File: src/rtl/cmplx_dot_seq.sv
// cmplx_dot_seq: switch-stepped complex dot product, sum of (a_re + j*a_im) * (q_re + j*q_im), shown on LED.
//   Ports:
//     clk        rising-edge clock
//     reset_n    asynchronous active-low reset
//     handshake  asynchronous advance strobe (synchronised internally)
//     data_in    W-bit signed operand word
//     LED        displayed result word (0 outside SHOW_RE/SHOW_IM)
//     res_valid  high while a result is displayed
//     ovf        displayed result saturated
//   Optional macro CMPLX_ROUND_EN: round half up before the FRAC shift instead of truncating.
module cmplx_dot_seq #(
  parameter int W       = 8,
  parameter int FRAC    = 0,
  parameter int N_TERMS = 1
) (
  input  logic         clk,
  input  logic         reset_n,
  input  logic         handshake,
  input  logic [W-1:0] data_in,
  output logic [W-1:0] LED,
  output logic         res_valid,
  output logic         ovf
);
  localparam int IW = (N_TERMS > 1) ? $clog2(N_TERMS) : 1;
  localparam int AW = 2 * W + 1 + $clog2(N_TERMS);
  localparam logic [IW-1:0] LAST = IW'(N_TERMS - 1);
`ifdef CMPLX_ROUND_EN
  localparam logic signed [AW:0] RND = (FRAC > 0) ? (AW + 1)'(1) << ((FRAC > 0) ? FRAC - 1 : 0) : '0;
`else
  localparam logic signed [AW:0] RND = '0;
`endif
  localparam logic signed [AW:0] SMAX = {{(AW - W + 2){1'b0}}, {(W - 1){1'b1}}};
  localparam logic signed [AW:0] SMIN = ~SMAX;
  typedef enum logic [2:0] {LD_ARE, LD_AIM, LD_QRE, LD_QIM, CALC, SHOW_RE, SHOW_IM} state_t;
  state_t r_state, w_state_nx;
  logic [2:0] r_sync;
  logic signed [W-1:0] r_are, r_aim, r_qre, r_qim;
  logic signed [AW-1:0] r_acc_re, r_acc_im, w_acc_re_nx, w_acc_im_nx, w_t_re, w_t_im;
  logic [IW-1:0] r_idx;
  logic [W-1:0] r_led;
  logic r_vld, r_ovf, w_ev, w_clr;
  logic [W:0] w_sr, w_si;
  function automatic logic signed [AW-1:0] mul(input logic signed [W-1:0] a, input logic signed [W-1:0] b);
    logic signed [2*W-1:0] p;
    p = $signed({{W{a[W-1]}}, a}) * $signed({{W{b[W-1]}}, b});
    return $signed({{(AW - 2 * W){p[2*W-1]}}, p});
  endfunction
  // {ovf, value}: optional rounding, arithmetic shift, then clamp to W bits
  function automatic logic [W:0] sat(input logic signed [AW-1:0] a);
    logic signed [AW:0] s;
    s = ($signed({a[AW-1], a}) + RND) >>> FRAC;
    return (s > SMAX) ? {1'b1, SMAX[W-1:0]} : (s < SMIN) ? {1'b1, SMIN[W-1:0]} : {1'b0, s[W-1:0]};
  endfunction
  // r_sync[1] is the synchronised strobe, r_sync[2] its previous value
  assign w_ev = r_sync[1] & ~r_sync[2];
  assign w_clr = (r_state == SHOW_IM) && w_ev;
  assign w_t_re = mul(r_are, r_qre) - mul(r_aim, r_qim);
  assign w_t_im = mul(r_are, r_qim) + mul(r_aim, r_qre);
  assign w_acc_re_nx = w_clr ? '0 : (r_state == CALC) ? r_acc_re + w_t_re : r_acc_re;
  assign w_acc_im_nx = w_clr ? '0 : (r_state == CALC) ? r_acc_im + w_t_im : r_acc_im;
  // outputs are registered from the next state and next accumulator values
  assign w_sr = sat(w_acc_re_nx);
  assign w_si = sat(w_acc_im_nx);
  assign LED = r_led;
  assign res_valid = r_vld;
  assign ovf = r_ovf;
  always_comb begin
    w_state_nx = r_state;
    case (r_state)
      LD_ARE:  w_state_nx = w_ev ? LD_AIM : LD_ARE;
      LD_AIM:  w_state_nx = w_ev ? LD_QRE : LD_AIM;
      LD_QRE:  w_state_nx = w_ev ? LD_QIM : LD_QRE;
      LD_QIM:  w_state_nx = w_ev ? CALC : LD_QIM;
      CALC:    w_state_nx = (r_idx == LAST) ? SHOW_RE : LD_ARE;
      SHOW_RE: w_state_nx = w_ev ? SHOW_IM : SHOW_RE;
      SHOW_IM: w_state_nx = w_ev ? LD_ARE : SHOW_IM;
      default: w_state_nx = LD_ARE;
    endcase
  end
  always_ff @(posedge clk or negedge reset_n) begin
    if (!reset_n) begin
      r_sync   <= '0;
      r_state  <= LD_ARE;
      r_are    <= '0;
      r_aim    <= '0;
      r_qre    <= '0;
      r_qim    <= '0;
      r_acc_re <= '0;
      r_acc_im <= '0;
      r_idx    <= '0;
      r_led    <= '0;
      r_vld    <= 1'b0;
      r_ovf    <= 1'b0;
    end else begin
      r_sync   <= {r_sync[1:0], handshake};
      r_state  <= w_state_nx;
      r_acc_re <= w_acc_re_nx;
      r_acc_im <= w_acc_im_nx;
      r_idx    <= w_clr ? '0 : (r_state == CALC && r_idx != LAST) ? r_idx + IW'(1) : r_idx;
      r_vld    <= (w_state_nx == SHOW_RE) || (w_state_nx == SHOW_IM);
      r_led    <= (w_state_nx == SHOW_RE) ? w_sr[W-1:0] : (w_state_nx == SHOW_IM) ? w_si[W-1:0] : '0;
      r_ovf    <= (w_state_nx == SHOW_RE) ? w_sr[W] : (w_state_nx == SHOW_IM) ? w_si[W] : 1'b0;
      if (w_ev && r_state == LD_ARE) r_are <= data_in;
      if (w_ev && r_state == LD_AIM) r_aim <= data_in;
      if (w_ev && r_state == LD_QRE) r_qre <= data_in;
      if (w_ev && r_state == LD_QIM) r_qim <= data_in;
    end
  end
endmodule

File: config.mk
export PLATFORM = sky130hd
export DESIGN_NAME = cmplx_dot_seq
export DESIGN_NICKNAME = d
export VERILOG_FILES = /design/src/rtl/cmplx_dot_seq.sv
export SDC_FILE = /design/constraint.sdc
export NUM_CORES = 1
export LEC_CHECK = 0
export ABC_AREA = 1
export BUFFER_PORTS_ARGS = -buffer_cell sky130_fd_sc_hd__buf_2
export CAP_MARGIN = 20
export CELL_PAD_IN_SITES_DETAIL_PLACEMENT = 0
export CELL_PAD_IN_SITES_GLOBAL_PLACEMENT = 2
export CORE_MARGIN = 2
export CORE_UTILIZATION = 40
export DETAILED_ROUTE_END_ITERATION = 8
export GPL_ROUTABILITY_DRIVEN = 0
export GPL_TIMING_DRIVEN = 0
export PLACE_DENSITY = 0.79
export SLEW_MARGIN = 40
export SYNTH_ARGS = -nofsm -noshare
export SYNTH_HDL_FRONTEND = slang
export SYNTH_SLANG_ARGS = --single-unit
File: constraint.sdc
create_clock -name clk -period 8.33 [get_ports clk]
set_input_delay 1.666 -clock clk [delete_from_list [all_inputs] [get_ports clk]]
set_output_delay 1.666 -clock clk [all_outputs]
set_load 0.005 [all_outputs]
### Word level (Yosys, flattened, before mapping)

Index checks and enable logic that the tools add are counted.

| storage, ports and cells | value |
|---|---|
| register bits after elaboration | 83 |
| bits of input ports | 11 |
| output and inout bits | 10 |
| word-level logic and storage cells | 66 |

| operators by class | value |
|---|---|
| add/subtract/negate cells | 5 |
| $mul | 4 |
| order comparisons | 4 |
| equal/unequal tests | 8 |
| multiplexer cells | 22 |
| bitwise logic cells | 2 |
| reduce and logical (&&, ||, !) cells | 9 |

Operators with widths:

| cell | count |
|---|---|
| 2-to-1 mux 17 bit | 4 |
| multiplier 8 x 8 -> 16 bit | 4 |
| 2-to-1 mux 9 bit | 4 |
| adder 17 bit | 2 |
| greater-than comparator 17 x 8 -> 1 bit (second input constant) | 2 |
| < comparator 17 x 8 -> 1 bit (second input constant) | 2 |
| case mux 3 bit (7 select lines) | 1 |
| adder 16 x 16 -> 17 bit | 1 |
| subtractor 16 x 16 -> 17 bit | 1 |
| 2-to-1 mux 8 bit | 2 |
| == test 3 bit (second input constant) | 5 |
| 2-to-1 mux 3 bit | 3 |
| == test 3 x 2 -> 1 bit (second input constant) | 2 |
| logical AND 1 bit | 6 |
| 2-to-1 mux 1 bit | 6 |
| 2-to-1 mux 2 bit | 2 |
| == test 3 x 1 -> 1 bit (second input constant) | 1 |
| logical NOT 3 bit | 1 |
| nonzero test 2 bit | 1 |
| adder 1 bit (second input constant) | 1 |
| AND 1 bit | 1 |
| logical OR 1 bit | 1 |
| inverter 1 bit | 1 |

### Longest topological paths before layout

Gate-level depths: netlist of run 1.

| logic depth | value |
|---|---|
| word-level depth | 10 |
| mapped depth | 35 |
| gate-level depth less buffers | 33 |

### Worst setup path before layout of run 1

Ideal clock, no wire load.

| path | value |
|---|---|
| kind | reg-to-reg |
| start point | register r_qim[1] |
| end point | register r_ovf (netlist: ovf) |
| library setup time | 0.117 ns |
| arrival | 5.725 ns |
| required time | 8.213 ns |
| slack | 2.488 ns |
| stages on the path, launching flop included | 28 |
| buffers on the path | 2 |
| clock period less this slack | 5.842 ns |
| cells stage by stage | dfrtp_1 > clkbuf_1 > clkbuf_1 > nand2_1 > fa_1 > inv_1 > fa_1 > inv_1 > fa_1 > fa_1 > inv_1 > fa_1 > inv_1 > fa_1 > inv_1 > ha_1 > a21oi_1 > o21ai_0 > a21oi_1 > nand3_1 > nand2_1 > nor2_1 > nor2_2 > nand4_1 > nand2_2 > nand2_1 > nand2_1 > nand2_1 |

| on the way | value |
|---|---|
| longest elaborated chain between the ends | 10 |
| elaborated cells on any way between the ends | 20 |
| those cells by class | 4 x add/sub; 2 x mul; 4 x order compare; 10 x mux |

RTL lines:

| what | line | text |
|---|---|---|
| from (decl) | 37 | `logic signed [W-1:0] r_are, r_aim, r_qre, r_qim;` |
| from (signal assigned) | 106 | `if (w_ev && r_state == LD_QIM) r_qim <= data_in;` |
| multiplier 8 x 8 -> 16 bit * | 45 | `p = $signed({{W{a[W-1]}}, a}) * $signed({{W{b[W-1]}}, b});` |
| adder 16 x 16 -> 17 bit * | 58 | `assign w_t_im = mul(r_are, r_qim) + mul(r_aim, r_qre);` |
| adder 17 bit * | 60 | `assign w_acc_im_nx = w_clr ? '0 : (r_state == CALC) ? r_acc_im + w_t_im : r_acc_im;` |
| 2-to-1 mux 17 bit * (2 in a row) | 60 |  |
| net w_acc_im_nx[15] | 38 | `logic signed [AW-1:0] r_acc_re, r_acc_im, w_acc_re_nx, w_acc_im_nx, w_t_re, w_t_im;` |
| < comparator 17 x 8 -> 1 bit | 52 | `return (s > SMAX) ? {1'b1, SMAX[W-1:0]} : (s < SMIN) ? {1'b1, SMIN[W-1:0]} : {1'b0, s[W-1:0]};` |
| 2-to-1 mux 9 bit | 52 |  |
| 2-to-1 mux 9 bit * | 52 |  |
| 2-to-1 mux 1 bit * (2 in a row) | 102 | `r_ovf <= (w_state_nx == SHOW_RE) ? w_sr[W] : (w_state_nx == SHOW_IM) ? w_si[W] : 1'b0;` |
| to (signal assigned) | 102 |  |
| to (decl) | 41 | `logic r_vld, r_ovf, w_ev, w_clr;` |

The timed path passes the listed nets; every way through them passes the cells marked *.
A chain may end at the register's enable or synchronous reset.

### Final worst setup path of run 1

| path | value |
|---|---|
| start point | register r_qim[1] |
| end point | register r_led[4] (netlist: LED[4]) |

| on the way | value |
|---|---|
| longest elaborated chain between the ends | 10 |
| elaborated cells on any way between the ends | 20 |
| those cells by class | 4 x add/sub; 2 x mul; 4 x order compare; 10 x mux |

RTL lines:

| what | line | text |
|---|---|---|
| multiplier 8 x 8 -> 16 bit | 45 |  |
| adder 16 x 16 -> 17 bit | 58 |  |
| adder 17 bit | 60 |  |
| 2-to-1 mux 17 bit (2 in a row) | 60 |  |
| < comparator 17 x 8 -> 1 bit | 52 |  |
| 2-to-1 mux 9 bit (2 in a row) | 52 |  |
| 2-to-1 mux 8 bit | 101 | `r_led <= (w_state_nx == SHOW_RE) ? w_sr[W-1:0] : (w_state_nx == SHOW_IM) ? w_si[W-1:0] : '0;` |
| 2-to-1 mux 8 bit * | 101 |  |
| to (signal assigned) | 101 |  |
| to (decl) | 40 | `logic [W-1:0] r_led;` |

Mark *: on every way between the ends. The rest lies on a longest branch, timed or not.

==> results of run 1 <==
-- worst max-delay path: cells and delay by family (launching register included) --
family	cells	cell delay, ps
adders and majority gates	7	3590
and+or+nand+nor	14	1720
buffers and inverters	6	1520
DFF	1	320
AOI/OAI and AO/OA	1	280
-- synth_stat cells, drive strengths merged, types with 2 or more instances --
master  number  area [sq um]
a21boi       2          15.0
nand3b       6          45.0
clkbuf      63           236
or2         12          75.1
nand3       69           355
xor2         3          26.3
o21ai       47           246
a21o         3          22.5
ha         141          1760
fa         311          6230
buf         12          77.6
inv        669          2510
nor3        11          55.1
a21oi       33           188
dfrtp       83          2080
nor2       102           417
xnor2       10          87.6
nand2      525          2010
nand4       15           100
-- cell type report --
cell class                 count  share of cell area, %
inverter                     669                   14.2
tap                          532                   3.76
multi-input combinational   1296                   65.9
sequential                    83                   11.7
clock inverter                 7                  0.586
clock buffer                   9                   1.27
buffer                        75                   1.78
timing repair buffer          21                  0.756
-- logic make-up after synthesis --
kind of cell | count (synthesis) | synth area share, %
flops | 83 | 12.5
xor+xnor | 13 | 0.687
simple gates | 740 | 18.5
buf+inv | 744 | 17.0
fa+ha+maj | 452 | 48.2
compound gates | 91 | 3.12
-- flip-flops by register name, indices dropped and copies added (netlist names) --
register   count
r_qim          8
r_acc_im      17
LED            8
res_valid      1
r_idx          1
ovf            1
r_are          8
r_aim          8
r_acc_re      17
r_state        3
r_sync         3
r_qre          8
-- stage by stage --
stage	cell area [sq um]	worst slack [ps]	hold WS [ps]
global route	17700	298	375
global placement	17400	727	339
floorplan	16600	2490	331
detailed placement	17400	746	337
CTS	17700	717	354
finish	17700	797	352
-- path summary, 6_finish.rpt --
path | endpoint | depth (start not counted) | slack (ps)
worst max-delay path | LED[4]$_DFF_PN0_ | 28 | 800
worst min-delay path | r_sync[1]$_DFF_PN0_ | 0 | 350
worst max register to register | LED[4]$_DFF_PN0_ | 28 | 800
worst min register to register | r_sync[1]$_DFF_PN0_ | 0 | 350
max in group asynchronous | r_aim[7]$_DFFE_PN0P_ | 2 | 6550
min in group asynchronous | r_acc_im[7]$_DFF_PN0_ | 1 | 1160
-- layer usage --
metal / vias up / wire length [um] / GRT usage (%) / share of wire, %
met4: 0 / 1160 / 5.94 / 2.4
met5: - / 0 / 0 / 0
li1: 6088 / - / - / -
met3: 45 / 1640 / 2.69 / 3.4
met1: 6312 / 21900 / 32.5 / 45
met2: 172 / 24100 / 41.2 / 49
-- cells in the final DEF (no fill, tap or decap), drive strengths merged, types with 2 or more instances in the layout --
cell type / n
fa: 311
o21ai: 47
bufinv: 2
dfrtp: 83
nand4: 15
a21oi: 33
xor2: 3
a21o: 3
buf: 33
or2: 12
nand2: 525
nor3: 11
nand3b: 6
a21boi: 2
nor2: 102
ha: 141
xnor2: 10
inv: 673
clkbuf: 72
nand3: 69
==> results.yml, run 1 <==
global_routing:
  grt_max_degree: 57
  grt_pass1_wl_mm: 77.7
  grt-ovfl-total: 0
  grt_usage_pct: 24.0
  grt_pass1_vias: 13500
  antenna_found_initial: 1
logic_synthesis:
  ys_async_sr_fraction_pct: 100
  syn_inst: 2123
  synth_edf_count: 0
  ys_warn_count: 0
  synthesis.area_sq_mm: 0.0166
  synth-main-ff-cell: "dfrtp_1"
  ys_seq_area_share_pct: 12.5
  syn-num-nets: 2586
  avgSynthCellArea_sq_um: 7.81
  synth_seq_cells: 83
  ys_types: 40
die:
  rows: 74
  io_pins: 21
  design.die.area_sq_mm: 0.0431
  chipWidth_um: 208
  core_sq_mm: 0.0409
  start_util_pct: 40.5
  die_h_um: 208
sta:
  clock_skew_ps: 18.6
  fin_setup_tns_ps: 0
  setup_viol: 0
  final-hold-violation-count: 0
  worstMarginPinSlew_ps: 941
  rsz0062_at_grt: "false"
  period_needed_ps: 7530
  drv_slew: 0
  final.period_utilization_pct: 90.4
  fmax_ghz: 0.133
  max_slew_margin_pct: 37.3
critical_path:
  timing.rr.start: "r_qim[1]$_DFFE_PN0P_"
  arrival_ps: 7790
  slowest_stage: "fa_1"
  required_ps: 8590
  critPathMaxStageDelay_ps: 750
  cp-startpoint: "r_qim[1]$_DFFE_PN0P_"
  path_class: "reg2reg"
  worst_setup_path_start_kind: "flip-flop"
  cp_max_fo: 10
  crit_path_end_kind: "flip-flop"
  crit_path_frequent_cell: "nand2_1"
routing:
  first_iter_violations: 559
  first_pass_iters: 5
  remaining_drc_errors: 0
  vias_per_cell: 4.69
  drtAntennaViolNets: 0
  totalWireLength_mm: 48.8
  vias: 12600
  wl_per_cell_um: 18.1
status:
  outcome: "complete, no violations"
layout:
  ff_latch_area_sq_mm: 0.00208
  diodes: 0
  fin_util_pct: 43.3
  instances_no_fill: 2692
  fillers: 4281
  drive_gt1_share_pct: 4.72
  nets: 2618
  multi_input_area_sq_mm: 0.0117
  area_growth_pct: 6.81
clocking:
  cts_max_path_buffers: 2
  clk_pin_slew_ps: 70
  worstSkewPairLatency_ps: 380
  postCtsSetupRepairBufs: 0
  ctsResizeCount: 0
  ctsHoldBuffers: 0
  cts.sinks: 83
  numCtsBuffers: 9
  cts_tree: "built"
  htree_levels: 3
  cts_root_buffer: "clkbuf_16"
job:
  cap_violations: 0
min_path:
  worstHoldStart: "r_sync[0]$_DFF_PN0_"
  min_path_type: "reg2reg"
placement:
  numPortBuffers: 20
  dp_hpwl_mm: 41.1
  dpl.cell_count: 2676
Power of run 1 is not shown: default switching activity piles up to over one toggle a cycle in this logic, so the estimate is an artifact.
==> inputs of run 2 (changes only) <==
--- a/config.mk
+++ b/config.mk
@@ -11,11 +11,11 @@
 export CELL_PAD_IN_SITES_DETAIL_PLACEMENT = 0
 export CELL_PAD_IN_SITES_GLOBAL_PLACEMENT = 2
 export CORE_MARGIN = 2
-export CORE_UTILIZATION = 40
+export CORE_UTILIZATION = 30
 export DETAILED_ROUTE_END_ITERATION = 8
 export GPL_ROUTABILITY_DRIVEN = 0
 export GPL_TIMING_DRIVEN = 0
-export PLACE_DENSITY = 0.79
+export PLACE_DENSITY = 0.61
 export SLEW_MARGIN = 40
 export SYNTH_ARGS = -nofsm -noshare
 export SYNTH_HDL_FRONTEND = slang
==> constraint.sdc (replaced) <==
create_clock -name clk -period 8.83 [get_ports clk]
set_input_delay 1.766 -clock clk [delete_from_list [all_inputs] [get_ports clk]]
set_output_delay 1.766 -clock clk [all_outputs]
set_load 0.005 [all_outputs]
==> results.yml, run 2 (synthesized netlist as in run 1, its figures left out) <==
critical_path:
  path_class: "reg2reg"
  crit_path_end_kind: "flip-flop"
  cp-startpoint: "r_qim[2]$_DFFE_PN0P_"
  cp_max_fo: 10
  worst_setup_path_start_kind: "flip-flop"
  arrival_ps: 7860
  required_ps: 9110
  timing.rr.start: "r_qim[2]$_DFFE_PN0P_"
clocking:
  htree_levels: 3
  clk_pin_slew_ps: 80
  ctsHoldBuffers: 0
  numCtsBuffers: 9
  worstSkewPairLatency_ps: 390
  postCtsSetupRepairBufs: 0
  ctsResizeCount: 0
  cts_root_buffer: "clkbuf_16"
  cts_tree: "built"
  cts_max_path_buffers: 2
  cts.sinks: 83
sta:
  hold_slack_ps: 356
  max_slew_margin_pct: 38.8
  rsz0062_at_grt: "false"
  setup_viol: 0
  fin_setup_tns_ps: 0
  drv_slew: 0
  final.period_utilization_pct: 85.9
  period_needed_ps: 7590
  clock_skew_ps: 14.6
  fmax_ghz: 0.132
  worstMarginPinSlew_ps: 919
  final-hold-violation-count: 0
die:
  die_h_um: 239
  io_pins: 21
  design.die.area_sq_mm: 0.0572
  rows: 86
  core_sq_mm: 0.0549
  start_util_pct: 30.2
  chipWidth_um: 239
placement:
  dp_hpwl_mm: 43.9
  dpl.cell_count: 2848
  numPortBuffers: 20
min_path:
  worstHoldStart: "r_sync[0]$_DFF_PN0_"
  min_path_type: "reg2reg"
layout:
  instances_no_fill: 2865
  final_cell_mix: "inv_1 (659), nand2_1 (508), fa_1 (311)"
  reg.largest.list: "r_acc_im: 17 flops, r_acc_re: 17 flops"
  fin_util_pct: 32.6
  fillers: 5967
  final_common_cell: "inv_1"
  area_growth_pct: 7.86
  drive_gt1_share_pct: 4.63
  nets: 2618
routing:
  vias: 12500
  remaining_drc_errors: 0
  vias_per_cell: 4.35
  drtAntennaViolNets: 0
  totalWireLength_mm: 52.7
  first_pass_iters: 5
  first_iter_violations: 464
  wl_per_cell_um: 18.4
global_routing:
  grt-ovfl-total: 0
  grt_pass1_vias: 13800
  antenna_found_initial: 2
  grt_max_degree: 66
  grt_pass1_wl_mm: 82.9
  grt_usage_pct: 19.8
status:
  outcome: "complete, no violations"
job:
  cap_violations: 0
==> run 2: routing by layer <==
metal | GRT usage [%] | part of all wire, %
met4 | 6.33 | 3.3
met1 | 26.0 | 46
met2 | 34.3 | 49
met3 | 2.03 | 2.6
met5 | 0 | 0
==> run 2: final cells by class <==
cell class	instances	area, sq um	share of cell area, %
antenna	1	2.50	0.0140
buffer	75	314	1.76
clock buffer	10	229	1.28
clock inverter	6	53.8	0.301
inverter	669	2510	14.0
multi-input combinational	1296	11700	65.3
sequential	83	2080	11.6
tap	704	881	4.92
timing repair buffer	21	138	0.769
==> run 2: path summary, 6_finish.rpt <==
path | to | slack, ps | cells past startpoint
setup / recovery | LED[2]$_DFF_PN0_ | 1240 | 26
hold / removal | r_sync[1]$_DFF_PN0_ | 360 | 0
setup reg to reg | LED[2]$_DFF_PN0_ | 1240 | 26
hold reg to reg | r_sync[1]$_DFF_PN0_ | 360 | 0
max in group asynchronous | r_are[6]$_DFFE_PN0P_ | 7020 | 2
min in group asynchronous | r_acc_im[5]$_DFF_PN0_ | 1200 | 1
==> run 2: stage by stage <==
step / setup WS (ps) / cell area (sq um)
5_1_grt: 771 / 17900
3_3_place_gp: 1170 / 17600
6_report: 1240 / 17900
3_5_place_dp: 1160 / 17600
2_1_floorplan: 2990 / 16600
4_1_cts: 1140 / 17900
==> run 2: worst max-delay path, stage by stage (launching register included) <==
cell      delay (ps)
dfrtp_1          330
clkbuf_1         490
clkbuf_1         670
nand2_1          230
fa_1             720
inv_1            150
fa_1             420
fa_1             520
fa_1             530
fa_1             500
inv_1             60
fa_1             500
inv_1             50
ha_1             350
a21o_1           200
a21boi_1         160
nand3_1          190
a21oi_1          220
nand3_1          100
nand3_1          100
nand2_1          260
inv_2            160
nand2_2          170
nand2_1          120
nand2_1           80
nand2_1          130
nand2_1           60
Power of run 2 is left out for the same reason.
==> inputs of run 3 (changes only) <==
--- a/config.mk
+++ b/config.mk
@@ -8,14 +8,12 @@
 export ABC_AREA = 1
 export BUFFER_PORTS_ARGS = -buffer_cell sky130_fd_sc_hd__buf_2
 export CAP_MARGIN = 20
-export CELL_PAD_IN_SITES_DETAIL_PLACEMENT = 0
-export CELL_PAD_IN_SITES_GLOBAL_PLACEMENT = 2
 export CORE_MARGIN = 2
 export CORE_UTILIZATION = 30
 export DETAILED_ROUTE_END_ITERATION = 8
 export GPL_ROUTABILITY_DRIVEN = 0
 export GPL_TIMING_DRIVEN = 0
-export PLACE_DENSITY = 0.61
+export PLACE_DENSITY = 0.4
 export SLEW_MARGIN = 40
 export SYNTH_ARGS = -nofsm -noshare
 export SYNTH_HDL_FRONTEND = slang
==> results.yml, run 3 (synthesized netlist as in run 1, its figures left out) <==
global_routing:
  grt_usage_pct: 18.8
  grt-ovfl-total: 0
  grt_pass1_wl_mm: 79.3
  grt_max_degree: 68
  antenna_found_initial: 0
  grt_pass1_vias: 13600
critical_path:
  r2r_slack_ps: 1310
  path_class: "reg2reg"
  worst_setup_path_start_kind: "flip-flop"
  arrival_ps: 7790
  cpLargestDelayFamily: "adder cells"
  slowest_stage: "fa_1"
  critPathBufInv: 6
  cp-startpoint: "r_qim[2]$_DFFE_PN0P_"
  critPathMaxStageDelay_ps: 720
  cp_max_fo: 10
  reg2reg_to: "LED[6]$_DFF_PN0_"
  timing.rr.start: "r_qim[2]$_DFFE_PN0P_"
  crit_path_end_kind: "flip-flop"
  ff2ff_path_depth: 26
  required_ps: 9090
layout:
  final_common_cell: "inv_1"
  reg.largest.list: "r_acc_im: 17 flops, r_acc_re: 17 flops"
  area_growth_pct: 8.15
  drive_gt1_share_pct: 4.63
  final_cell_mix: "inv_1 (659), nand2_1 (508), fa_1 (311)"
  nets: 2618
  fin_util_pct: 32.7
die:
  start_util_pct: 30.2
  chipWidth_um: 239
  core_sq_mm: 0.0549
  rows: 86
  die_h_um: 239
  design.die.area_sq_mm: 0.0572
  io_pins: 21
min_path:
  worstHoldStart: "r_sync[0]$_DFF_PN0_"
  worstHoldEndpoint: "r_sync[1]$_DFF_PN0_"
  worstHoldPathCells: 0
  min_path_type: "reg2reg"
routing:
  remaining_drc_errors: 0
  first_pass_iters: 5
  highest-signal-layer: "met4"
  drtAntennaViolNets: 0
  met2_length_mm: 24.8
  vias_per_cell: 4.33
  totalWireLength_mm: 50.2
  vias: 12400
  wl_met1_mm: 22.9
  first_iter_violations: 512
  wl_met3_mm: 1.34
  wl_per_cell_um: 17.5
sta:
  fmax_ghz: 0.133
  max_slew_margin_pct: 43.9
  period_needed_ps: 7520
  clock_skew_ps: 18.7
  drv_slew: 0
  fin_setup_tns_ps: 0
  setup_viol: 0
  worstMarginPinSlew_ps: 842
  final.period_utilization_pct: 85.2
  rsz0062_at_grt: "false"
  final-hold-violation-count: 0
status:
  outcome: "complete, no violations"
clocking:
  cts_tree: "built"
  postCtsSetupRepairBufs: 0
  cts.sinks: 83
  cts_max_path_buffers: 2
  ctsResizeCount: 0
  cts_root_buffer: "clkbuf_16"
  htree_levels: 3
  clk_pin_slew_ps: 70
  worstSkewPairLatency_ps: 390
  numCtsBuffers: 9
  ctsHoldBuffers: 0
placement:
  numPortBuffers: 20
  dp_hpwl_mm: 42.2
job:
  cap_violations: 0
[run 3: changes by cell type in the layout (fill, tap and decap cells not counted)]
cell and change:
diode_2 +3, bufinv_16 +2, clkbuf_1 -1, clkinvlp_4 -1, inv_6 -1
[run 3: worst max-delay path by stage]
| stage | to | cells after the start | slack [ps] |
|---|---|---|---|
| 2_1_floorplan | ovf$_DFF_PN0_ | 27 | 2990 |
| 3_3_place_gp | LED[4]$_DFF_PN0_ | 28 | 1310 |
| 3_5_place_dp | LED[4]$_DFF_PN0_ | 26 | 1280 |
| 4_1_cts | LED[4]$_DFF_PN0_ | 26 | 1280 |
| 5_1_grt | LED[4]$_DFF_PN0_ | 26 | 860 |
| 6_report | LED[6]$_DFF_PN0_ | 26 | 1310 |
[run 3: per-stage QoR]
step	cells	hold slack, ps	cell area [sq um]	worst slack [ps]
after floorplan	2123	331	16600	2990
after global placement	2847	336	17600	1310
after detailed placement	2848	336	17600	1280
after CTS	2863	355	17900	1280
after global routing	2863	374	17900	862
final	2867	351	17900	1310
[run 3: final cells by class]
type | instances | area, sq um
Multi-Input combinational cell | 1296 | 11700
Clock inverter | 6 | 97.6
Inverter | 669 | 2510
Timing Repair Buffer | 21 | 138
Clock buffer | 9 | 225
Sequential cell | 83 | 2080
Antenna cell | 4 | 10.0
Tap cell | 704 | 881
Buffer | 75 | 314
Fill cell | 5981 | 36900
[run 3: layer usage]
metal / GRT usage [%] / vias to the layer above
li1: - / 6101
met1: 24.6 / 6119
met2: 32.8 / 147
met3: 2.30 / 41
met4: 4.39 / 0
met5: 0 / -
Power of run 3 is left out for the same reason.
